### src/rtl/rtlinf_read_sequencer_pkg.sv
// Shared RTLinf definitions: sequencer FSM states,
// memory read latency and default widths.
package rtlinf_read_sequencer_pkg;

  typedef enum logic [1:0] {
    S_IDLE  = 2'd0,
    S_RUN   = 2'd1,
    S_DRAIN = 2'd2,
    S_DONE  = 2'd3
  } seq_state_e;

  localparam int MEM_READ_LATENCY = 1;

  localparam int DEF_LOG_MAX_ITERS          = 8;
  localparam int DEF_LOG_MAX_READS_PER_ITER = 8;
  localparam int DEF_LOG_MAX_ADDRESS        = 12;
  localparam int DEF_DATA_WIDTH             = 32;
  localparam int DEF_CREDITS                = 4;

endpackage

### src/rtl/rtlinf_read_sequencer_if.sv
// Sequencer bus: MEM read port plus downstream data path.
// master = sequencer side, slave = MEM/downstream side.
interface rtlinf_read_sequencer_if #(
  parameter int AW = 12,
  parameter int DW = 32
);

  logic          mem_read;
  logic [AW-1:0] mem_addr;
  logic [DW-1:0] mem_data;
  logic          mem_valid;
  logic [DW-1:0] out_data;
  logic          out_valid;
  logic          out_last;
  logic          out_pop;

  modport master (
    output mem_read,
    output mem_addr,
    input  mem_data,
    input  mem_valid,
    output out_data,
    output out_valid,
    output out_last,
    input  out_pop
  );

  modport slave (
    input  mem_read,
    input  mem_addr,
    output mem_data,
    output mem_valid,
    input  out_data,
    input  out_valid,
    input  out_last,
    output out_pop
  );

endinterface

### src/rtl/rtlinf_credit_counter.sv
// Credit counter mirroring free downstream slots.
// Ports: clk, rst, take (-1), give (+1), avail, count.
module rtlinf_credit_counter #(
  parameter int CREDITS = 4
) (
  input  logic                         clk,
  input  logic                         rst,
  input  logic                         take,
  input  logic                         give,
  output logic                         avail,
  output logic [$clog2(CREDITS+1)-1:0] count
);

  localparam int CW = $clog2(CREDITS + 1);

  // take never arrives at zero; give at full saturates
  always_ff @(posedge clk) begin
    if (rst) begin
      count <= CW'(CREDITS);
    end else if (take && !give) begin
      if (count != '0)
        count <= count - CW'(1);
    end else if (give && !take) begin
      if (count != CW'(CREDITS))
        count <= count + CW'(1);
    end
  end

  assign avail = (count != '0);

endmodule

### src/rtl/rtlinf_read_sequencer.sv
// Read sequencer for one RTLinf MEM port.
// Ports: clk, rst, configure + job fields, busy, done, bus (master).
module rtlinf_read_sequencer
  import rtlinf_read_sequencer_pkg::*;
#(
  parameter int LOG_MAX_ITERS          = DEF_LOG_MAX_ITERS,
  parameter int LOG_MAX_READS_PER_ITER = DEF_LOG_MAX_READS_PER_ITER,
  parameter int LOG_MAX_ADDRESS        = DEF_LOG_MAX_ADDRESS,
  parameter int DATA_WIDTH             = DEF_DATA_WIDTH,
  parameter int CREDITS                = DEF_CREDITS
) (
  input  logic                              clk,
  input  logic                              rst,
  input  logic                              configure,
  input  logic [LOG_MAX_ITERS-1:0]          num_iters,
  input  logic [LOG_MAX_READS_PER_ITER-1:0] num_reads_per_iter,
  input  logic [LOG_MAX_ADDRESS-1:0]        read_address,
  input  logic                              addr_restart,
  output logic                              busy,
  output logic                              done,
  rtlinf_read_sequencer_if.master           bus
);

  localparam int LI = LOG_MAX_ITERS;
  localparam int LR = LOG_MAX_READS_PER_ITER;
  localparam int LA = LOG_MAX_ADDRESS;
  localparam int CW = $clog2(CREDITS + 1);
  localparam int OW = $clog2(CREDITS + MEM_READ_LATENCY + 1);

  seq_state_e    state;
  logic [LI-1:0] nit;
  logic [LI-1:0] it_cnt;
  logic [LR-1:0] nrd;
  logic [LR-1:0] rd_cnt;
  logic [LA-1:0] base;
  logic [LA-1:0] offs;
  logic          restart;
  logic [OW-1:0] outst;
  logic [OW-1:0] outst_nxt;
  logic          last_q;
  logic          drop_q;
  logic          issue;
  logic          ret;
  logic          rd_end;
  logic          it_end;
  logic          credit_ok;
  logic [CW-1:0] credits;
  logic          unused_credits;

  rtlinf_credit_counter #(
    .CREDITS (CREDITS)
  ) u_credits (
    .clk   (clk),
    .rst   (rst),
    .take  (issue),
    .give  (bus.out_pop),
    .avail (credit_ok),
    .count (credits)
  );

  assign unused_credits = ^credits;

  assign issue  = (state == S_RUN) && credit_ok;
  assign rd_end = (rd_cnt == nrd - LR'(1));
  assign it_end = (it_cnt == nit - LI'(1));

  // a response in the cycle after reset belongs to the aborted job
  assign ret = bus.mem_valid && !drop_q;

  assign bus.mem_read = issue;
  assign bus.mem_addr = base + offs;

  always_comb begin
    outst_nxt = outst;
    if (issue && !ret)
      outst_nxt = outst + OW'(1);
    else if (!issue && ret && outst != '0)
      outst_nxt = outst - OW'(1);
  end

  always_ff @(posedge clk) begin
    if (rst) begin
      state         <= S_IDLE;
      busy          <= 1'b0;
      done          <= 1'b0;
      nit           <= '0;
      nrd           <= '0;
      base          <= '0;
      restart       <= 1'b0;
      it_cnt        <= '0;
      rd_cnt        <= '0;
      offs          <= '0;
      outst         <= '0;
      last_q        <= 1'b0;
      drop_q        <= 1'b1;
      bus.out_data  <= '0;
      bus.out_valid <= 1'b0;
      bus.out_last  <= 1'b0;
    end else begin
      done          <= 1'b0;
      drop_q        <= 1'b0;
      outst         <= outst_nxt;
      // tag rides one stage behind the read
      last_q        <= issue && rd_end;
      bus.out_valid <= ret;
      bus.out_last  <= ret && last_q;
      if (ret)
        bus.out_data <= bus.mem_data;

      unique case (state)
        S_IDLE: begin
          busy <= configure;
          if (configure) begin
            nit     <= num_iters;
            nrd     <= num_reads_per_iter;
            base    <= read_address;
            restart <= addr_restart;
            it_cnt  <= '0;
            rd_cnt  <= '0;
            offs    <= '0;
            if (num_iters == '0 ||
                num_reads_per_iter == '0)
              state <= S_DONE;
            else
              state <= S_RUN;
          end
        end
        S_RUN: begin
          if (issue) begin
            if (rd_end && restart)
              offs <= '0;
            else
              offs <= offs + LA'(1);
            if (rd_end) begin
              rd_cnt <= '0;
              it_cnt <= it_cnt + LI'(1);
              if (it_end)
                state <= S_DRAIN;
            end else begin
              rd_cnt <= rd_cnt + LR'(1);
            end
          end
        end
        S_DRAIN: begin
          if (outst_nxt == '0)
            state <= S_DONE;
        end
        S_DONE: begin
          done  <= 1'b1;
          state <= S_IDLE;
        end
      endcase
    end
  end

endmodule

### src/flat_wrapper.sv
// flat-port wrapper written by rule: the top's interface ports become plain ports
module rtlinf_read_sequencer_flat import rtlinf_read_sequencer_pkg::*;
#(
  parameter int LOG_MAX_ITERS          = DEF_LOG_MAX_ITERS,
  parameter int LOG_MAX_READS_PER_ITER = DEF_LOG_MAX_READS_PER_ITER,
  parameter int LOG_MAX_ADDRESS        = DEF_LOG_MAX_ADDRESS,
  parameter int DATA_WIDTH             = DEF_DATA_WIDTH,
  parameter int CREDITS                = DEF_CREDITS
)
  (clk, rst, configure, num_iters, num_reads_per_iter, read_address, addr_restart, busy, done, bus_mem_read, bus_mem_addr, bus_mem_data, bus_mem_valid, bus_out_data, bus_out_valid, bus_out_last, bus_out_pop);
  rtlinf_read_sequencer_if #(.AW((12)), .DW((32))) bus_i ();
  input  logic clk;
  input  logic rst;
  input  logic configure;
  input  logic [LOG_MAX_ITERS-1:0] num_iters;
  input  logic [LOG_MAX_READS_PER_ITER-1:0] num_reads_per_iter;
  input  logic [LOG_MAX_ADDRESS-1:0] read_address;
  input  logic addr_restart;
  output logic busy;
  output logic done;
  output wire logic [$bits(bus_i.mem_read)-1:0] bus_mem_read;
  output wire logic [$bits(bus_i.mem_addr)-1:0] bus_mem_addr;
  input wire logic [$bits(bus_i.mem_data)-1:0] bus_mem_data;
  input wire logic [$bits(bus_i.mem_valid)-1:0] bus_mem_valid;
  output wire logic [$bits(bus_i.out_data)-1:0] bus_out_data;
  output wire logic [$bits(bus_i.out_valid)-1:0] bus_out_valid;
  output wire logic [$bits(bus_i.out_last)-1:0] bus_out_last;
  input wire logic [$bits(bus_i.out_pop)-1:0] bus_out_pop;
  assign bus_mem_read = bus_i.mem_read;
  assign bus_mem_addr = bus_i.mem_addr;
  assign bus_i.mem_data = bus_mem_data;
  assign bus_i.mem_valid = bus_mem_valid;
  assign bus_out_data = bus_i.out_data;
  assign bus_out_valid = bus_i.out_valid;
  assign bus_out_last = bus_i.out_last;
  assign bus_i.out_pop = bus_out_pop;
  rtlinf_read_sequencer #(.LOG_MAX_ITERS(LOG_MAX_ITERS), .LOG_MAX_READS_PER_ITER(LOG_MAX_READS_PER_ITER), .LOG_MAX_ADDRESS(LOG_MAX_ADDRESS), .DATA_WIDTH(DATA_WIDTH), .CREDITS(CREDITS)) u_core (.clk(clk), .rst(rst), .configure(configure), .num_iters(num_iters), .num_reads_per_iter(num_reads_per_iter), .read_address(read_address), .addr_restart(addr_restart), .busy(busy), .done(done), .bus(bus_i));
endmodule
### config.mk
export PLATFORM = sky130hd
export DESIGN_NAME = rtlinf_read_sequencer_flat
export DESIGN_NICKNAME = d
export VERILOG_FILES = /design/src/rtl/rtlinf_read_sequencer_pkg.sv /design/src/rtl/rtlinf_read_sequencer_if.sv /design/src/rtl/rtlinf_credit_counter.sv /design/src/rtl/rtlinf_read_sequencer.sv /design/src/flat_wrapper.sv
export SDC_FILE = /design/constraint.sdc
export NUM_CORES = 1
export LEC_CHECK = 0
export ABC_CLOCK_PERIOD_IN_PS = 7200
export CORE_AREA = 2 2 101 103
export DETAILED_ROUTE_END_ITERATION = 7
export DIE_AREA = 0 0 103 105
export PLACE_DENSITY = 0.81
export REMOVE_ABC_BUFFERS = 1
export SLEW_MARGIN = 20
export SYNTH_ARGS = -nofsm -noshare
export SYNTH_HDL_FRONTEND = slang
export SYNTH_HIERARCHICAL = 1
export SYNTH_SLANG_ARGS = --single-unit
### constraint.sdc
create_clock -name clk -period 7.2 [get_ports clk]
set_input_delay 1.44 -clock clk [delete_from_list [all_inputs] [get_ports clk]]
set_output_delay 1.44 -clock clk [all_outputs]
set_load 0.01 [all_outputs]
==> impl_metrics.toml <==
[floorplanning]
die_area_um2 = 10800
die_h_um = 105
num_rows = 36
initial_utilization_pct = 54.1
coreArea_um2 = 9640
ios = 115
die_w_um = 103

[global_route]
grt_pass1_vias = 4520
grt_pass1_wl_mm = 20.5
grtUsageMet2_pct = 39.5
met3_usage_pct = 4.35
grt_use_met1_pct = 29.4
grt_util_all_layers_pct = 23.5
antenna_found_initial = 0
grt-ovfl-total = 0
grt_max_degree = 87
top_usage_layer = "met2"

[layout]
nNetsFinal = 850
flow.area_growth_from_synthesis_pct = 27.0
drive_gt1_share_pct = 3.54
utilization_pct = 68.7
nFillCells = 820
diodes = 0

[synthesis]
ys_ff_latch = 103
synth-async-reset-ratio_pct = 0
netlist_top_cells_count = "nand2_1, dfxtp_1, a21oi_1"
yosys.area.top_type = "dfxtp_1"
synth.distinct_cells = 56
ys_warn_count = 6
synth_most_common_cell = "nand2_1"
yosysTopAreaCellShare_pct = 39.5
synthTopCellsByArea = "dfxtp_1, nand2_1, a21oi_1"
synth-seq-area-share_pct = 39.5
synth_top_flop_cell = "dfxtp_1"
synthCells = 660
avgSynthCellArea_um2 = 7.90
synth_area_um2 = 5220
synth_edf_count = 0

[power]
p_leak_nw = 2.54
ir_worst_vdd_mv = 0.146
p_per_area_nw_per_um2 = 256

[sta]
rsz0062_at_grt = "no"
min_period_ns = 4.62
setup_viol = 0
worst_pin_slew_ns = 0.887
max_freq_mhz = 216
hold_viol = 0
slew_violations = 0
postLayoutSetupSlackWorst_ns = 2.58
fin_tns_setup_ns = 0
fin_crit_sh_pct = 64.2
slew_headroom_pct = 40.9
finalClockSkew_ns = 0.0102

[cts]
cts-root-buf = "clkbuf_8"
numCtsBuffers = 9
htreeDepth = 3
hold_buffers = 0
clk_pin_slew_worst_paths_ns = 0.10
post_cts_buffers = 0
clk-insertion-delay-late_ns = 0.36
cts_sinks = 103
cts.repair.resized = 0
clk_path_buf_depth = 2
cts_tree = "yes"

[critical_path]
cp-end-kind = "output pin"
path_cells = "ha_1 > a21o_1 > a21oi_1 > nor2b_1 > or4_1 > a211oi_1 > a21oi_1 > xnor2_1 > clkdlybuf4s50_1"
required_ns = 5.76
crit_arrival_ns = 3.18
cp_slowest_cell = "clkdlybuf4s50_1"
crit_top_cell = "a21oi_1"
critPathMaxStageDelay_ns = 0.55
cp_max_fo = 6
critical_path_class = "reg2out"
critical_path.startpoint_type = "flip-flop"

[detailed_routing]
drt_iter0_markers = 229
vias = 4881
firstDrtPassIters = 4
drt-total-wl_mm = 12.6
routedWlPerCell_um = 14.1
via_per_inst = 5.45
drc = 0
antenna_left = 0

[placement]
io_buffers = 114
place_congestion = 0.859
dpl.hpwl_mm = 9.02
place_ws_ns = 2.97

[min_path]
min_path_type = "reg2reg"

[run_status]
status = "finished, final reports clean"

[job]
drv_cap = 0
logic make-up (layout without fill, tap and decap cells):
| kind of cell | after synthesis | in the layout | synth area share [%] |
|---|---|---|---|
| mux | 4 | 4 | 0.768 |
| buf+inv | 56 | 158 | 4.22 |
| simple gates | 291 | 291 | 26.0 |
| flops | 103 | 103 | 39.5 |
| xor+xnor | 41 | 41 | 6.88 |
| fa+ha+maj | 26 | 26 | 6.52 |
| compound gates | 139 | 139 | 16.1 |
path summary, 6_finish.rpt:
check                                  startpoint                              endpoint  slack, ns  cells after the start
max                   u_core/offs[1]$_SDFFE_PP0P_                      bus_mem_addr[11]       2.58                      9
max reg2reg            u_core/nrd[0]$_SDFFE_PP0P_         u_core/it_cnt[7]$_SDFFE_PP0P_       4.03                      9
min reg2reg  u_core/bus.out_data[19]$_SDFFE_PP0N_  u_core/bus.out_data[19]$_SDFFE_PP0N_       0.46                      2
min          u_core/bus.out_data[19]$_SDFFE_PP0N_  u_core/bus.out_data[19]$_SDFFE_PP0N_       0.46                      2
cell type report:
cell class | instances | area [um2] | area share [%]
flip-flops and latches | 103 | 2060 | 31.1
clock inverters | 4 | 55.1 | 0.831
inverters | 25 | 93.8 | 1.42
clock buffers | 11 | 141 | 2.13
repair buffers | 118 | 1170 | 17.6
well taps | 133 | 166 | 2.51
multi-input cells | 501 | 2940 | 44.4
routing by layer:
| layer | up-vias | routed length, um | share of wire (%) |
|---|---|---|---|
| li1 | 2458 | - | - |
| met4 | 0 | 213 | 1.7 |
| met5 | - | 0 | 0 |
| met1 | 2291 | 5530 | 44 |
| met2 | 116 | 6330 | 50 |
| met3 | 16 | 497 | 4.0 |
power breakdown:
| part | switching, mW | leakage (nW) | internal [mW] |
|---|---|---|---|
| registers | 0.0559 | 0.840 | 0.627 |
| clock network | 0.199 | 0.0960 | 0.171 |
| logic | 0.369 | 1.60 | 0.272 |
| total | 0.624 | 2.54 | 1.07 |
flip-flops by register name, indices dropped and copies added (netlist names), 2 cells and up:
register                cells
u_core/u_credits/count      3
u_core/state                2
u_core/base                12
u_core/nrd                  8
u_core/offs                12
u_core/rd_cnt               8
u_core/nit                  8
u_core/bus.out_data        32
u_core/it_cnt               8
u_core/outst                3
placed cells by master, fill, tap and decap left out, drive strengths merged, types with 5 or more instances in the layout:
| cell | synthesis | layout |
|---|---|---|
| buf | 6 | 5 |
| or3 | 5 | 5 |
| a31oi | 5 | 5 |
| nand4 | 6 | 6 |
| clkbuf | 25 | 11 |
| and3 | 10 | 10 |
| dfxtp | 103 | 103 |
| nor3 | 11 | 11 |
| o21a | 5 | 5 |
| xor2 | 15 | 15 |
| a21o | 7 | 7 |
| nor2 | 34 | 34 |
| inv | 25 | 26 |
| nor2b | 9 | 9 |
| xnor2 | 26 | 26 |
| nand2 | 158 | 158 |
| nand3 | 18 | 18 |
| o211ai | 5 | 5 |
| nand2b | 5 | 5 |
| o21ai | 16 | 16 |
| or4 | 11 | 11 |
| ha | 24 | 24 |
| clkdlybuf4s50 | 0 | 113 |
| a21oi | 80 | 80 |
| nor4 | 7 | 7 |
worst max-delay path, delay by kind of cell (launching register included):
kind / cells / cell delay (ns)
compound gates: 4 / 0.85
buf+inv: 1 / 0.55
simple gates: 2 / 0.53
flops: 1 / 0.43
fa+ha+maj: 1 / 0.27
xor+xnor: 1 / 0.18
stage by stage:
stage | cells | hold WS [ns] | power, mW | instance area [um2]
global route | 895 | 0.477 | 1.81 | 6620
CTS | 895 | 0.462 | 1.70 | 6620
floorplan | 629 | 0.429 | 1.11 | 5090
finish | 895 | 0.460 | 1.69 | 6620
detailed placement | 880 | 0.448 | 1.33 | 6420
global placement | 880 | 0.441 | 1.30 | 6420
(Power assumes the default switching activity.)
